<file path="src/rtl/agent_motion_ctrl.sv">
// Tile-map movement and collision controller for a single maze agent.
// Each accepted tick probes the leading-edge tile of the next pixel step and
// commits the step unless the tile is a wall. A buffered turn request is
// applied once the agent is aligned for it, or at once for a reversal. On
// landing squarely on a tile holding a pellet, the tile is cleared through a
// one-cycle map write, and a power pellet restarts the power timer.
//
// Map read handshake: map_rd_req rises with map_tx/map_ty valid and holds
// both stable until the first cycle with map_rd_ack high; map_rd_data is
// taken in that same cycle and map_rd_req drops on the following edge.
// A read is never outstanding while map_wr_en is high.
module agent_motion_ctrl #(
    parameter int COORD_W     = 8,
    parameter int MAP_AW      = 5,
    parameter int TILE_SIZE   = 5,
    parameter int X_MAX       = 155,
    parameter int Y_MAX       = 115,
    parameter int DIR_INIT    = 1,
    parameter int WALL_CODE   = 3,
    parameter int PELLET_CODE = 2,
    parameter int POWER_CODE  = 1,
    parameter int EMPTY_CODE  = 0,
    parameter int POWER_TICKS = 250
) (
    input  logic               clock,
    input  logic               reset,
    input  logic               enable,
    input  logic               tick,
    input  logic [1:0]         dir_req,
    input  logic               dir_req_valid,
    input  logic [COORD_W-1:0] x_init,
    input  logic [COORD_W-1:0] y_init,
    output logic               map_rd_req,
    input  logic               map_rd_ack,
    input  logic [2:0]         map_rd_data,
    output logic               map_wr_en,
    output logic [2:0]         map_wr_data,
    output logic [MAP_AW-1:0]  map_tx,
    output logic [MAP_AW-1:0]  map_ty,
    output logic [COORD_W-1:0] x,
    output logic [COORD_W-1:0] y,
    output logic [1:0]         dir,
    output logic               moving,
    output logic               powered,
    output logic               pellet_eaten,
    output logic               power_eaten,
    output logic               tick_overrun,
    output logic               busy
);

    localparam int CNT_W = $clog2(POWER_TICKS + 1);

    localparam logic [COORD_W-1:0] TILE_C   = COORD_W'(TILE_SIZE);
    localparam logic [COORD_W-1:0] XMAX_C   = COORD_W'(X_MAX);
    localparam logic [COORD_W-1:0] YMAX_C   = COORD_W'(Y_MAX);
    localparam logic [COORD_W-1:0] ONE_C    = COORD_W'(1);
    localparam logic [COORD_W:0]   TILE_W1  = (COORD_W+1)'(TILE_SIZE);
    localparam logic [COORD_W:0]   EDGE_W1  = (COORD_W+1)'(TILE_SIZE - 1);
    localparam logic [1:0]         DIR_INIT_C = 2'(DIR_INIT);
    localparam logic [2:0]         WALL_C   = 3'(WALL_CODE);
    localparam logic [2:0]         PELLET_C = 3'(PELLET_CODE);
    localparam logic [2:0]         POWER_C  = 3'(POWER_CODE);
    localparam logic [2:0]         EMPTY_C  = 3'(EMPTY_CODE);
    localparam logic [CNT_W-1:0]   TICKS_C  = CNT_W'(POWER_TICKS);
    localparam logic [CNT_W-1:0]   CNT_ONE  = CNT_W'(1);

    typedef enum logic [2:0] {
        S_IDLE,
        S_CALC,
        S_RD_TGT,
        S_CHECK,
        S_RD_CUR,
        S_EAT
    } state_t;

    state_t             state;
    logic               pend_valid;
    logic [1:0]         pend_dir;
    logic               retry;
    logic [1:0]         cd;
    logic               cd_pend;
    logic [COORD_W-1:0] tgt_x;
    logic [COORD_W-1:0] tgt_y;
    logic [2:0]         tgt_code;
    logic [CNT_W-1:0]   power_cnt;

    logic               aligned_turn;
    logic               use_pend;
    logic [1:0]         calc_dir;
    logic [COORD_W-1:0] calc_x;
    logic [COORD_W-1:0] calc_y;
    logic [MAP_AW-1:0]  probe_tx;
    logic [MAP_AW-1:0]  probe_ty;

    assign map_wr_data = EMPTY_C;
    assign busy        = (state != S_IDLE);

    // Candidate direction, wrapped one-pixel target and leading-edge probe tile.
    always_comb begin
        aligned_turn = pend_dir[0] ? ((y % TILE_C) == '0) : ((x % TILE_C) == '0);
        use_pend     = pend_valid && !retry &&
                       ((pend_dir == (dir ^ 2'b10)) || aligned_turn);
        calc_dir     = use_pend ? pend_dir : dir;
        calc_x       = x;
        calc_y       = y;
        probe_tx     = MAP_AW'(x / TILE_C);
        probe_ty     = MAP_AW'(y / TILE_C);
        case (calc_dir)
            2'd0: begin
                calc_y   = (y == '0) ? YMAX_C : (y - ONE_C);
                probe_ty = MAP_AW'(calc_y / TILE_C);
            end
            2'd1: begin
                calc_x   = (x == XMAX_C) ? '0 : (x + ONE_C);
                probe_tx = MAP_AW'(({1'b0, calc_x} + EDGE_W1) / TILE_W1);
            end
            2'd2: begin
                calc_y   = (y == YMAX_C) ? '0 : (y + ONE_C);
                probe_ty = MAP_AW'(({1'b0, calc_y} + EDGE_W1) / TILE_W1);
            end
            default: begin
                calc_x   = (x == '0) ? XMAX_C : (x - ONE_C);
                probe_tx = MAP_AW'(calc_x / TILE_C);
            end
        endcase
    end

    // Movement FSM, map handshakes, pending turn register and power timer.
    always_ff @(posedge clock) begin
        if (reset) begin
            state        <= S_IDLE;
            x            <= x_init;
            y            <= y_init;
            dir          <= DIR_INIT_C;
            moving       <= 1'b1;
            powered      <= 1'b0;
            power_cnt    <= '0;
            pend_valid   <= 1'b0;
            pend_dir     <= '0;
            retry        <= 1'b0;
            cd           <= DIR_INIT_C;
            cd_pend      <= 1'b0;
            tgt_x        <= '0;
            tgt_y        <= '0;
            tgt_code     <= '0;
            map_rd_req   <= 1'b0;
            map_wr_en    <= 1'b0;
            map_tx       <= '0;
            map_ty       <= '0;
            pellet_eaten <= 1'b0;
            power_eaten  <= 1'b0;
            tick_overrun <= 1'b0;
        end else begin
            pellet_eaten <= 1'b0;
            power_eaten  <= 1'b0;
            map_wr_en    <= 1'b0;
            tick_overrun <= tick && (state != S_IDLE);

            case (state)
                S_IDLE: begin
                    if (tick && enable) begin
                        state <= S_CALC;
                        retry <= 1'b0;
                        if (power_cnt != '0) begin
                            power_cnt <= power_cnt - CNT_ONE;
                            powered   <= (power_cnt != CNT_ONE);
                        end
                    end
                end
                S_CALC: begin
                    cd         <= calc_dir;
                    cd_pend    <= use_pend;
                    tgt_x      <= calc_x;
                    tgt_y      <= calc_y;
                    map_tx     <= probe_tx;
                    map_ty     <= probe_ty;
                    map_rd_req <= 1'b1;
                    state      <= S_RD_TGT;
                end
                S_RD_TGT: begin
                    if (map_rd_ack) begin
                        tgt_code   <= map_rd_data;
                        map_rd_req <= 1'b0;
                        state      <= S_CHECK;
                    end
                end
                S_CHECK: begin
                    if (tgt_code != WALL_C) begin
                        x      <= tgt_x;
                        y      <= tgt_y;
                        dir    <= cd;
                        moving <= 1'b1;
                        if (cd_pend) pend_valid <= 1'b0;
                        if (((tgt_x % TILE_C) == '0) && ((tgt_y % TILE_C) == '0)) begin
                            map_tx     <= MAP_AW'(tgt_x / TILE_C);
                            map_ty     <= MAP_AW'(tgt_y / TILE_C);
                            map_rd_req <= 1'b1;
                            state      <= S_RD_CUR;
                        end else begin
                            state <= S_IDLE;
                        end
                    end else if (cd_pend && (cd != dir)) begin
                        // Blocked turn: probe straight ahead once, keep the request.
                        retry <= 1'b1;
                        state <= S_CALC;
                    end else begin
                        moving <= 1'b0;
                        state  <= S_IDLE;
                    end
                end
                S_RD_CUR: begin
                    if (map_rd_ack) begin
                        map_rd_req <= 1'b0;
                        if (map_rd_data == PELLET_C) begin
                            map_wr_en    <= 1'b1;
                            pellet_eaten <= 1'b1;
                            state        <= S_EAT;
                        end else if (map_rd_data == POWER_C) begin
                            map_wr_en   <= 1'b1;
                            power_eaten <= 1'b1;
                            power_cnt   <= TICKS_C;
                            powered     <= 1'b1;
                            state       <= S_EAT;
                        end else begin
                            state <= S_IDLE;
                        end
                    end
                end
                S_EAT: begin
                    state <= S_IDLE;
                end
                default: begin
                    state <= S_IDLE;
                end
            endcase

            // The newest request always wins, even over a same-cycle clear.
            if (dir_req_valid) begin
                pend_valid <= 1'b1;
                pend_dir   <= dir_req;
            end
        end
    end

endmodule

</file>
<file path="config.mk">
export PLATFORM = sky130hd
export DESIGN_NAME = agent_motion_ctrl
export DESIGN_NICKNAME = d
export VERILOG_FILES = /design/src/rtl/agent_motion_ctrl.sv
export SDC_FILE = /design/constraint.sdc
export NUM_CORES = 1
export LEC_CHECK = 0
export BUFFER_PORTS_ARGS = -buffer_cell sky130_fd_sc_hd__clkbuf_2
export CORE_UTILIZATION = 45
export DETAILED_ROUTE_END_ITERATION = 12
export PLACE_DENSITY_LB_ADDON = 0.25
export SLEW_MARGIN = 30
export SYNTH_ARGS = -nofsm -noshare
export SYNTH_HDL_FRONTEND = slang
export SYNTH_SLANG_ARGS = --single-unit
</file>
<file path="constraint.sdc">
create_clock -name clock -period 6.75 [get_ports clock]
set_clock_uncertainty 0.1 [all_clocks]
set_input_delay 1.35 -clock clock [delete_from_list [all_inputs] [get_ports clock]]
set_output_delay 1.35 -clock clock [all_outputs]
set_load 0.005 [all_outputs]
</file>
==> metrics.csv, run 1 <==
stage,metric,value,unit
status,outcome,"finished, violations left",
status,failing checks,DRC,
power,power density cells,259,nW/um2
worst_setup_path,Crit path depth,26,
floorplan,die area,19300,um2
worst_setup_path,Critical Path AT,6.60,ns
detailed_routing,DR WL met3,1500,um
hold_path,hold depth,2,
hold_path,hold path startpoint,map_ty[3],
hold_path,worst hold path class,register to register,
cts,CTS buffer count,9,
detailed_routing,Vias,9097,
place,DP HPWL,17700,um
cts,clk sinks,72,
cells_and_area,antenna cell count,0,
cells_and_area,layout cell share with drive strength beyond 1,18.8,%
cts,clock slew at reported path FFs,0.06,ns
place,placed cells,1409,
detailed_routing,Post-route DRC,2,
detailed_routing,Avg Vias per Cell,6.26,
worst_setup_path,critical path startpoint,x[3],
floorplan,Initial Utilization,46.5,%
power,"Power, Total",0.00250,W
worst_setup_path,CP max FO,8,
global_route,first-pass GRT wire length,39400,um
global_route,vias in the first global route,7888,
detailed_routing,highest metal used,met4,
sta,Slew headroom,32.3,%
cts,maximum clock path buffer count,2,
cells_and_area,post-route cell area,9680,um2
sta,Final Hold Viols,0,
cells_and_area,Multi-input gate area,6570,um2
worst_setup_path,Crit Path Category,register to register,
sta,Worst-Margin Slew,1.02,ns
worst_setup_path,r2r startpoint,x[3],
detailed_routing,M1 WL,11800,um
cells_and_area,Area Growth Syn to Fin,14.8,%
logic_synthesis,Seq cells post-synth,72,
global_route,largest net degree at the start of global routing,48,
place,Placement Cell Area,8980,um2
logic_synthesis,post-synthesis sequential area ratio,19.0,%
sta,Final Max Slew Viols,0,
cells_and_area,Layout fillers,1776,
logic_synthesis,top post-synthesis cells by count,"nand2_1, nor2_1, a21oi_1, o21ai_0, dfxtp_1",
power,Pleak,3.78,nW
place,RD Place Congestion,0.900,
logic_synthesis,synth warn,0,
detailed_routing,Initial DRC Count,944,
worst_setup_path,number of cells on the worst reg-to-reg path,26,
power,maximum VDD drop,0.000198,V
worst_setup_path,"delay-heaviest family, CP",compound AO/OA/AOI/OAI gates,
logic_synthesis,top-area cell type share of the netlist area,13.3,%
global_route,gr ovfl total,0,
worst_setup_path,Critical Path RT,6.88,ns
floorplan,Die Wd,139,um
detailed_routing,DRT antenna net count,0,
cts,CTS tree,done,
cts,Clock H-tree levels,3,
logic_synthesis,distinct cell type count after synthesis,112,
place,IO buf count,62,
cts,root buf cell,clkbuf_16,
floorplan,Core ar.,18100,um2
worst_setup_path,slowest cell on the critical path,or4_4,
cells_and_area,"non-filler cells, final",1453,
logic_synthesis,Synth area leader,dfxtp_1,
floorplan,Site Rows,49,
detailed_routing,wire length per cell,17.1,um
cells_and_area,Final #Nets,1273,
cts,hold_buf cts,0,
logic_synthesis,ys async rst share,0,%
worst_setup_path,max incr delay on CP,0.56,ns
global_route,initial antenna violation count,0,
detailed_routing,DRT Wirelength,24800,um
detailed_routing,met2 routed WL,10800,um
cells_and_area,register area,1600,um2
logic_synthesis,ys flop type,dfxtp_1,
sta,Tmin final,6.47,ns
detailed_routing,drt first pass iters,11,
worst_setup_path,startpoint types,register,
sta,Tcrit/Tclk final,95.9,%
floorplan,Die Ht,139,um
global_route,global-route usage over all layers,24.5,%
flow_run,maxcap violations,0,
logic_synthesis,Synth area leaders,"dfxtp_1, edfxtp_1, nand2_1",
worst_setup_path,"Buf+Inv Stages, Crit Path",2,
worst_setup_path,CP endpoint kind,register,
logic_synthesis,"EDFF count, synth",16,
logic_synthesis,Syn Std Cell Area,8440,um2
sta,Max Freq,155,MHz
logic_synthesis,Syn Area/Cell,7.28,um2
floorplan,I/O pin count,66,
sta,Setup Viol. Count Final,0,
cts,Clock Latency Late Sink,0.34,ns
logic_synthesis,Synth Instances,1159,
sta,setup TNS,0,ns
## power breakdown
part           total [W]  switching (W)  internal [W]
combinational    0.00148       0.000852      0.000631
clock           0.000450       0.000199      0.000250
sequential      0.000571      0.0000728      0.000498
## worst register-to-register path, stage by stage (launching register included)
cell and delay, ns:
edfxtp_1 0.49, buf_4 0.20, nand2b_1 0.14, a21boi_0 0.14
o41a_1 0.46, or2_4 0.28, inv_1 0.09, ha_1 0.24
xnor2_1 0.15, a211oi_2 0.29, mux2i_4 0.14, nor2_1 0.16
nand2_2 0.14, a21oi_4 0.38, a22oi_2 0.25, a31oi_4 0.31
nor3_1 0.09, or4_4 0.56, o21a_1 0.22, o21a_1 0.24
nor2b_4 0.14, ha_1 0.17, nand2_1 0.05, a2bb2oi_1 0.14
a21o_1 0.19, o31a_1 0.23, o41a_1 0.39
## layout make-up
class	instances	area share, %
clock buffers	10	2.37
clock inverters	6	0.427
inverters	35	1.36
multi-input cells	973	67.9
flip-flops and latches	72	16.5
well taps	229	2.96
repair buffers	128	8.44
## cell families (layout without fill, tap and decap cells)
| group | after synthesis | count (layout) | share of synthesized area (%) |
|---|---|---|---|
| adders and majority gates | 30 | 30 | 4.38 |
| DFF | 72 | 72 | 19.0 |
| other | 1 | 3 | 0.0445 |
| xor gates and xnor gates | 54 | 54 | 5.70 |
| and+or+nand+nor | 478 | 478 | 28.6 |
| buffers and inverters | 120 | 179 | 6.18 |
| AOI/OAI and AO/OA | 368 | 372 | 31.6 |
| muxes | 36 | 36 | 4.48 |
## registers in the layout (all words and copies together) (netlist names)
signal        count
y                 8
state             3
moving            1
pend_dir          2
powered           1
map_tx            5
retry             1
tgt_code          3
pellet_eaten      1
map_rd_req        1
tgt_y             8
tick_overrun      1
dir               2
cd                2
power_cnt         8
tgt_x             8
power_eaten       1
map_ty            5
x                 8
pend_valid        1
cd_pend           1
map_wr_en         1
## layer usage
| layer | track usage, % | vias up |
|---|---|---|
| li1 | - | 4439 |
| met1 | 34.8 | 4242 |
| met2 | 37.4 | 365 |
| met3 | 3.87 | 51 |
| met4 | 9.01 | 0 |
| met5 | 0 | - |
## repair_timing
item | CTS | global route
gates resized for setup | 0 | 34
endpoints found under the setup margin | 0 | 2
setup buffers | 0 | 23
endpoints found under the hold margin | 0 | 0
## worst paths after layout
path	end	slack [ns]
hold / removal	map_ty[3]	0.35
setup reg to reg	map_tx[0]	0.28
setup / recovery	map_tx[0]	0.28
hold reg to reg	map_ty[3]	0.35
## through the flow
step | hold WS (ns) | utilization (%) | worst slack (ns)
final | 0.349 | 53.3 | 0.280
after global routing | 0.368 | 53.3 | -0.0561
after CTS | 0.351 | 51.0 | 0.0140
after detailed placement | 0.342 | 49.5 | 0.0772
after global placement | 0.340 | 49.5 | 0.138
after floorplan | 0.343 | - | 0.656
## cell usage in the layout, fill, tap and decap left out, types with 7 or more instances in the layout
cell type / instances
nand2_1: 120
nor2_1: 119
a21oi_1: 72
o21ai_0: 65
clkbuf_2: 62
buf_4: 62
dfxtp_1: 56
nand3_1: 41
nor3_1: 37
inv_1: 34
xnor2_1: 33
ha_1: 27
nand2b_1: 26
mux2i_1: 24
a211oi_1: 22
nor2b_1: 20
xor2_1: 20
a31oi_1: 17
o211ai_1: 16
edfxtp_1: 16
nand4_1: 14
and3_1: 12
nor3b_1: 12
nand3b_1: 11
a21o_1: 11
mux2_2: 11
and2_1: 10
o22ai_1: 9
o21a_1: 9
clkbuf_16: 9
nor4_1: 8
a211o_1: 7
o311a_1: 7
o31a_1: 7
Note: power is estimated with default switching activity, not from simulation.
==> run 2, diff against run 1 <==
--- a/config.mk
+++ b/config.mk
@@ -6,7 +6,7 @@
 export NUM_CORES = 1
 export LEC_CHECK = 0
 export BUFFER_PORTS_ARGS = -buffer_cell sky130_fd_sc_hd__clkbuf_2
-export CORE_UTILIZATION = 45
+export CORE_UTILIZATION = 35
 export DETAILED_ROUTE_END_ITERATION = 12
 export PLACE_DENSITY_LB_ADDON = 0.25
 export SLEW_MARGIN = 30
==> run 2 against run 1 <==
Effect of this change:
- the run now ends clean
- combinational power about the same
- sequential power about the same
- clock power decreased by 0.9%
- final cell count increased by 6.7%
- design area increased by 0.63%
- highest routed layer unchanged
- die area increased by 28%
- power decreased by 0.59%
- critical path depth increased by 5
- setup slack improved by 0.080 ns
==> metrics.csv, run 2 (same netlist as run 1, synthesis figures left out) <==
stage,metric,value,unit
status,outcome,completed,
global_route,initial antenna violation count,0,
flow_run,maxcap violations,0,
sta,Worst-Margin Slew,0.771,ns
cts,Clock Latency Late Sink,0.34,ns
sta,Final Hold Viols,0,
cts,maximum clock path buffer count,2,
global_route,vias in the first global route,7921,
sta,Hold WS,0.360,ns
detailed_routing,Initial DRC Count,693,
cells_and_area,most frequent cells in the layout,"nand2_1, nor2_1, buf_4",
detailed_routing,Vias,8904,
floorplan,Site Rows,56,
floorplan,Initial Utilization,35.8,%
cts,clock slew at reported path FFs,0.07,ns
sta,Tcrit/Tclk final,94.7,%
detailed_routing,DRT Wirelength,25500,um
power,Pleak,3.83,nW
place,placed cells,1509,
sta,Slew headroom,48.3,%
power,power density cells,255,nW/um2
place,IO buf count,62,
cts,clk sinks,72,
worst_setup_path,max incr delay on CP,0.49,ns
cells_and_area,layout cell share with drive strength beyond 1,18.8,%
global_route,global-route usage over all layers,20.5,%
worst_setup_path,startpoint types,register,
cells_and_area,"non-filler cells, final",1551,
cells_and_area,Area Growth Syn to Fin,15.5,%
worst_setup_path,CP max FO,15,
cts,CTS tree,done,
worst_setup_path,r2r startpoint,y[2],
worst_setup_path,critical path startpoint,y[2],
detailed_routing,Avg Vias per Cell,5.74,
cells_and_area,antenna cell count,0,
worst_setup_path,slowest cell on the critical path,edfxtp_1,
cts,root buf cell,clkbuf_16,
cts,Clock H-tree levels,3,
cts,CTS buffer count,9,
place,RD Place Congestion,0.948,
worst_setup_path,CP endpoint kind,register,
place,DP HPWL,19000,um
hold_path,hold path startpoint,map_ty[3],
global_route,largest net degree at the start of global routing,35,
global_route,first-pass GRT wire length,40900,um
power,"Power, Total",0.00249,W
sta,Max Freq,157,MHz
cells_and_area,post-route cell area,9740,um2
cells_and_area,Layout fillers,2520,
hold_path,worst hold path class,register to register,
sta,Final Max Slew Viols,0,
detailed_routing,Post-route DRC,0,
floorplan,Die Wd,157,um
detailed_routing,DRT antenna net count,0,
detailed_routing,drt first pass iters,6,
power,maximum VDD drop,0.000141,V
detailed_routing,wire length per cell,16.4,um
worst_setup_path,"setup slack, reg-to-reg",0.36,ns
sta,Setup Viol. Count Final,0,
floorplan,I/O pin count,66,
sta,unrepaired setup endpoints after global routing,yes,
floorplan,Core ar.,23500,um2
worst_setup_path,Crit Path Category,register to register,
worst_setup_path,Critical Path RT,6.87,ns
floorplan,Die Ht,157,um
worst_setup_path,Critical Path AT,6.51,ns
cts,hold_buf cts,0,
floorplan,die area,24700,um2
global_route,gr ovfl total,0,
sta,Tmin final,6.39,ns
place,Placement Cell Area,9170,um2
cells_and_area,Final #Nets,1281,
==> run 2: power by group <==
group | switching (W) | internal, W | leakage (nW)
sequential | 0.0000750 | 0.000498 | 0.619
combinational | 0.000839 | 0.000630 | 3.08
clock | 0.000196 | 0.000250 | 0.134
==> run 2: worst max-delay path, delay by kind of cell (launching register included) <==
kind | cells | cell delay, ns
AOI/OAI and AO/OA | 13 | 2.84
DFF | 1 | 0.49
muxes | 1 | 0.31
adders and majority gates | 2 | 0.37
buffers and inverters | 5 | 0.85
and+or+nand+nor | 8 | 0.98
xor gates and xnor gates | 2 | 0.31
==> run 2: cell type report <==
| class | instances | area [um2] | share of cell area [%] |
|---|---|---|---|
| clock buffer | 10 | 229 | 2.35 |
| clock inverter | 6 | 41.3 | 0.424 |
| multi-input combinational | 969 | 6440 | 66.1 |
| timing repair buffer | 140 | 901 | 9.25 |
| inverter | 35 | 131 | 1.35 |
| tap | 319 | 399 | 4.10 |
| sequential | 72 | 1600 | 16.4 |
==> run 2: per-layer routing <==
metal	up-vias	track usage, %	routed length (um)
met2	214	33.0	11600
met5	-	0	0
met1	4214	28.4	12400
li1	4445	-	-
met4	0	6.24	481
met3	31	2.23	996
==> run 2: path summary, 6_finish.rpt <==
check                            endpoint  cells after the start
worst max-delay path            map_tx[0]                     31
worst min-delay path            map_ty[3]                      2
worst max register to register  map_tx[0]                     31
worst min register to register  map_ty[3]                      2
==> run 2: stage by stage <==
step / setup WS, ns / setup TNS (ns) / util (%)
final: 0.360 / 0 / 41.4
after global routing: -0.119 / -0.131 / 41.4
after CTS: 0.00489 / 0 / 40.2
after detailed placement: 0.0369 / 0 / 38.9
after global placement: 0.108 / 0 / 38.9
after floorplan: 0.656 / 0 / -
==> run 2: what timing repair did <==
action | in CTS | in global routing
buffers inserted | 4 | 22
pin swaps | 1 | 10
endpoints found under the setup margin | 1 | 2
gates resized for setup | 0 | 21
==> run 3, diff against run 2 <==
--- a/config.mk
+++ b/config.mk
@@ -5,6 +5,7 @@
 export SDC_FILE = /design/constraint.sdc
 export NUM_CORES = 1
 export LEC_CHECK = 0
+export ABC_AREA = 1
 export BUFFER_PORTS_ARGS = -buffer_cell sky130_fd_sc_hd__clkbuf_2
 export CORE_UTILIZATION = 35
 export DETAILED_ROUTE_END_ITERATION = 12
==> run 3 against run 2 <==
Effect of this change:
- sequential cell count unchanged
- combinational power grew 79%
- first-iteration DRC count down 51%
- die area decreased by 12%
- highest routed layer unchanged
==> metrics.csv, run 3 <==
stage,metric,value,unit
floorplan,Site Rows,52,
worst_setup_path,worst r2r dst,map_tx[0],
worst_setup_path,CP max FO,6,
cells_and_area,antenna cell count,0,
floorplan,I/O pin count,66,
floorplan,Die Ht,147,um
logic_synthesis,ys flop type,dfxtp_1,
floorplan,Die Wd,147,um
worst_setup_path,CP endpoint kind,register,
logic_synthesis,Seq cells post-synth,72,
worst_setup_path,slowest cell on the critical path,edfxtp_1,
worst_setup_path,"Buf+Inv Stages, Crit Path",8,
cells_and_area,Area Growth Syn to Fin,23.2,%
cts,CTS tree,done,
cts,clk sinks,72,
logic_synthesis,Syn Area/Cell,6.26,um2
detailed_routing,DRT Wirelength,21600,um
logic_synthesis,post-synthesis sequential area ratio,21.6,%
floorplan,die area,21700,um2
cells_and_area,"non-filler cells, final",1584,
global_route,initial antenna violation count,0,
power,clock share of power,12.8,%
sta,Tmin final,6.30,ns
power,internal power,0.00175,W
worst_setup_path,"delay-heaviest family, CP",simple AND/OR/NAND/NOR gates,
power,"Power, Total",0.00369,W
cells_and_area,layout cell share with drive strength beyond 1,26.6,%
logic_synthesis,ys async rst share,0,%
detailed_routing,Vias,7924,
worst_setup_path,r2r startpoint,y[5],
worst_setup_path,Critical Path RT,6.89,ns
detailed_routing,Post-route DRC,0,
cts,clock slew at reported path FFs,0.07,ns
place,IO buf count,62,
power,maximum VDD drop,0.000313,V
worst_setup_path,number of cells on the worst reg-to-reg path,61,
worst_setup_path,most frequent CP cell,nand2_2,
worst_setup_path,Crit path depth,61,
place,DP HPWL,15900,um
global_route,largest net degree at the start of global routing,51,
sta,Tcrit/Tclk final,93.3,%
global_route,first-pass GRT wire length,33400,um
sta,Max Freq,159,MHz
logic_synthesis,distinct cell type count after synthesis,61,
status,outcome,completed,
sta,Setup Viol. Count Final,0,
cts,hold_buf cts,0,
cts,Clock H-tree levels,3,
logic_synthesis,Synth area leaders,"dfxtp_1, nand2_1, inv_1",
logic_synthesis,Synth Instances,1183,
global_route,vias in the first global route,6892,
sta,Final Max Slew Viols,0,
worst_setup_path,Crit Path Category,register to register,
cts,Clock Latency Late Sink,0.35,ns
place,RD Place Congestion,0.877,
worst_setup_path,critical path startpoint,y[5],
sta,post-route setup slack,0.450,ns
detailed_routing,DRT antenna net count,0,
detailed_routing,wire length per cell,13.6,um
cells_and_area,"commonest non-fill, non-tap cell in the layout",nand2_1,
sta,Worst-Margin Slew,0.795,ns
sta,Slew headroom,46.9,%
logic_synthesis,Synth area leader,dfxtp_1,
hold_path,worst hold path class,register to register,
place,dpl ws,0.181,ns
cts,root buf cell,clkbuf_16,
sta,Final Hold Viols,0,
logic_synthesis,synth warn,0,
worst_setup_path,"setup slack, reg-to-reg",0.45,ns
power,Pleak,4.46,nW
global_route,gr ovfl total,0,
cts,CTS buffer count,9,
logic_synthesis,top post-synthesis cells by count,"nand2_1, inv_1, nand3_1, nor2_1, o21ai_0",
worst_setup_path,Critical Path AT,6.44,ns
logic_synthesis,cell with the most instances after synthesis,nand2_1,
place,placed cells,1505,
logic_synthesis,top-area cell type share of the netlist area,15.1,%
power,Comb power frac,71.4,%
cells_and_area,Final #Nets,1363,
global_route,global-route usage over all layers,18.9,%
logic_synthesis,"EDFF count, synth",16,
flow_run,maxcap violations,0,
worst_setup_path,max incr delay on CP,0.52,ns
cells_and_area,most frequent cells in the layout,"nand2_1, inv_1, nand3_1",
floorplan,Initial Utilization,36.1,%
detailed_routing,drt first pass iters,5,
worst_setup_path,startpoint types,register,
detailed_routing,Initial DRC Count,342,
power,power density cells,404,nW/um2
power,sequential power share,15.8,%
power,Psw,0.00194,W
cts,maximum clock path buffer count,2,
sta,unrepaired setup endpoints after global routing,yes,
floorplan,Core ar.,20500,um2
power,Net Sw Frac,52.5,%
worst_setup_path,worst setup path endpoint,map_tx[0],
logic_synthesis,Syn Std Cell Area,7400,um2
detailed_routing,Avg Vias per Cell,5.00,
run 3: cell types whose count changed in the layout (fill, tap and decap cells not counted), moves of 25 or more:
| cell | before | now |
|---|---|---|
| nor2_1 | 120 | 80 |
| a21oi_1 | 71 | 40 |
| nand2b_1 | 25 | 0 |
| nand2_2 | 2 | 58 |
| nand2_1 | 120 | 255 |
| inv_1 | 34 | 151 |
| nand3_1 | 41 | 96 |
| xnor2_1 | 33 | 7 |
| inv_2 | 1 | 30 |
run 3: kinds of logic after synthesis:
group	count (synthesis)	synth area share, %
xor+xnor	30	3.74
mux	1	0.152
fa+ha+maj	27	4.56
flops	72	21.6
compound gates	213	17.8
other cells	1	0.0507
simple gates	620	39.9
buf+inv	219	12.1
run 3: per-layer routing:
layer | up-vias | wire [um] | GRT usage [%]
li1 | 4137 | - | -
met1 | 3604 | 10100 | 25.1
met2 | 153 | 10400 | 32.0
met3 | 30 | 669 | 1.60
met4 | 0 | 451 | 7.01
met5 | - | 0 | 0
run 3: worst reg2reg max path: cells and delay by family (launching register included):
| kind | cells | cell delay, ns |
|---|---|---|
| buffers and inverters | 8 | 0.54 |
| AOI/OAI and AO/OA | 3 | 0.37 |
| DFF | 1 | 0.52 |
| and+or+nand+nor | 48 | 4.20 |
| adders and majority gates | 2 | 0.46 |
run 3: final cells by class:
cell class	count	area [um2]
well taps	270	338
fillers	2156	11400
repair buffers	140	896
clock inverters	7	60.1
clock buffers	9	225
inverters	189	729
multi-input cells	896	5260
flip-flops and latches	72	1600
repair inverters	1	8.76
run 3: worst min-delay path by stage:
stage	start	endpoint	slack, ns	cells after the start
after floorplan	tgt_code[1]	tgt_code[1]	0.33	2
after global placement	tgt_code[1]	tgt_code[1]	0.35	2
after detailed placement	tgt_code[2]	tgt_code[2]	0.36	2
after CTS	tgt_code[2]	tgt_code[2]	0.37	2
after global routing	pend_valid	pend_valid	0.39	2
final	pend_valid	pend_valid	0.36	2
run 3: through the flow:
| stage | utilization [%] | setup TNS (ns) | hold slack (ns) | area, um2 |
|---|---|---|---|---|
| 2_1_floorplan | - | 0 | 0.330 | 7410 |
| 3_3_place_gp | 39.1 | 0 | 0.348 | 8010 |
| 3_5_place_dp | 39.1 | 0 | 0.358 | 8010 |
| 4_1_cts | 40.5 | 0 | 0.367 | 8300 |
| 5_1_grt | 44.5 | -0.185 | 0.390 | 9120 |
| 6_report | 44.5 | 0 | 0.365 | 9120 |
run 3: timing repair:
action / in CTS / in global routing
resized for setup: 0 / 89
buffers inserted: 0 / 60
setup endpoints to repair: 0 / 12
run 3: power groups by stage:
stage          clock network [W]  registers (W)  logic [W]
4_1_cts                 0.000481       0.000586    0.00229
5_1_grt                 0.000495       0.000592    0.00296
3_5_place_dp                   0       0.000594    0.00227
6_report                0.000472       0.000582    0.00263
3_3_place_gp                   0       0.000596    0.00226
2_1_floorplan                  0       0.000571    0.00185
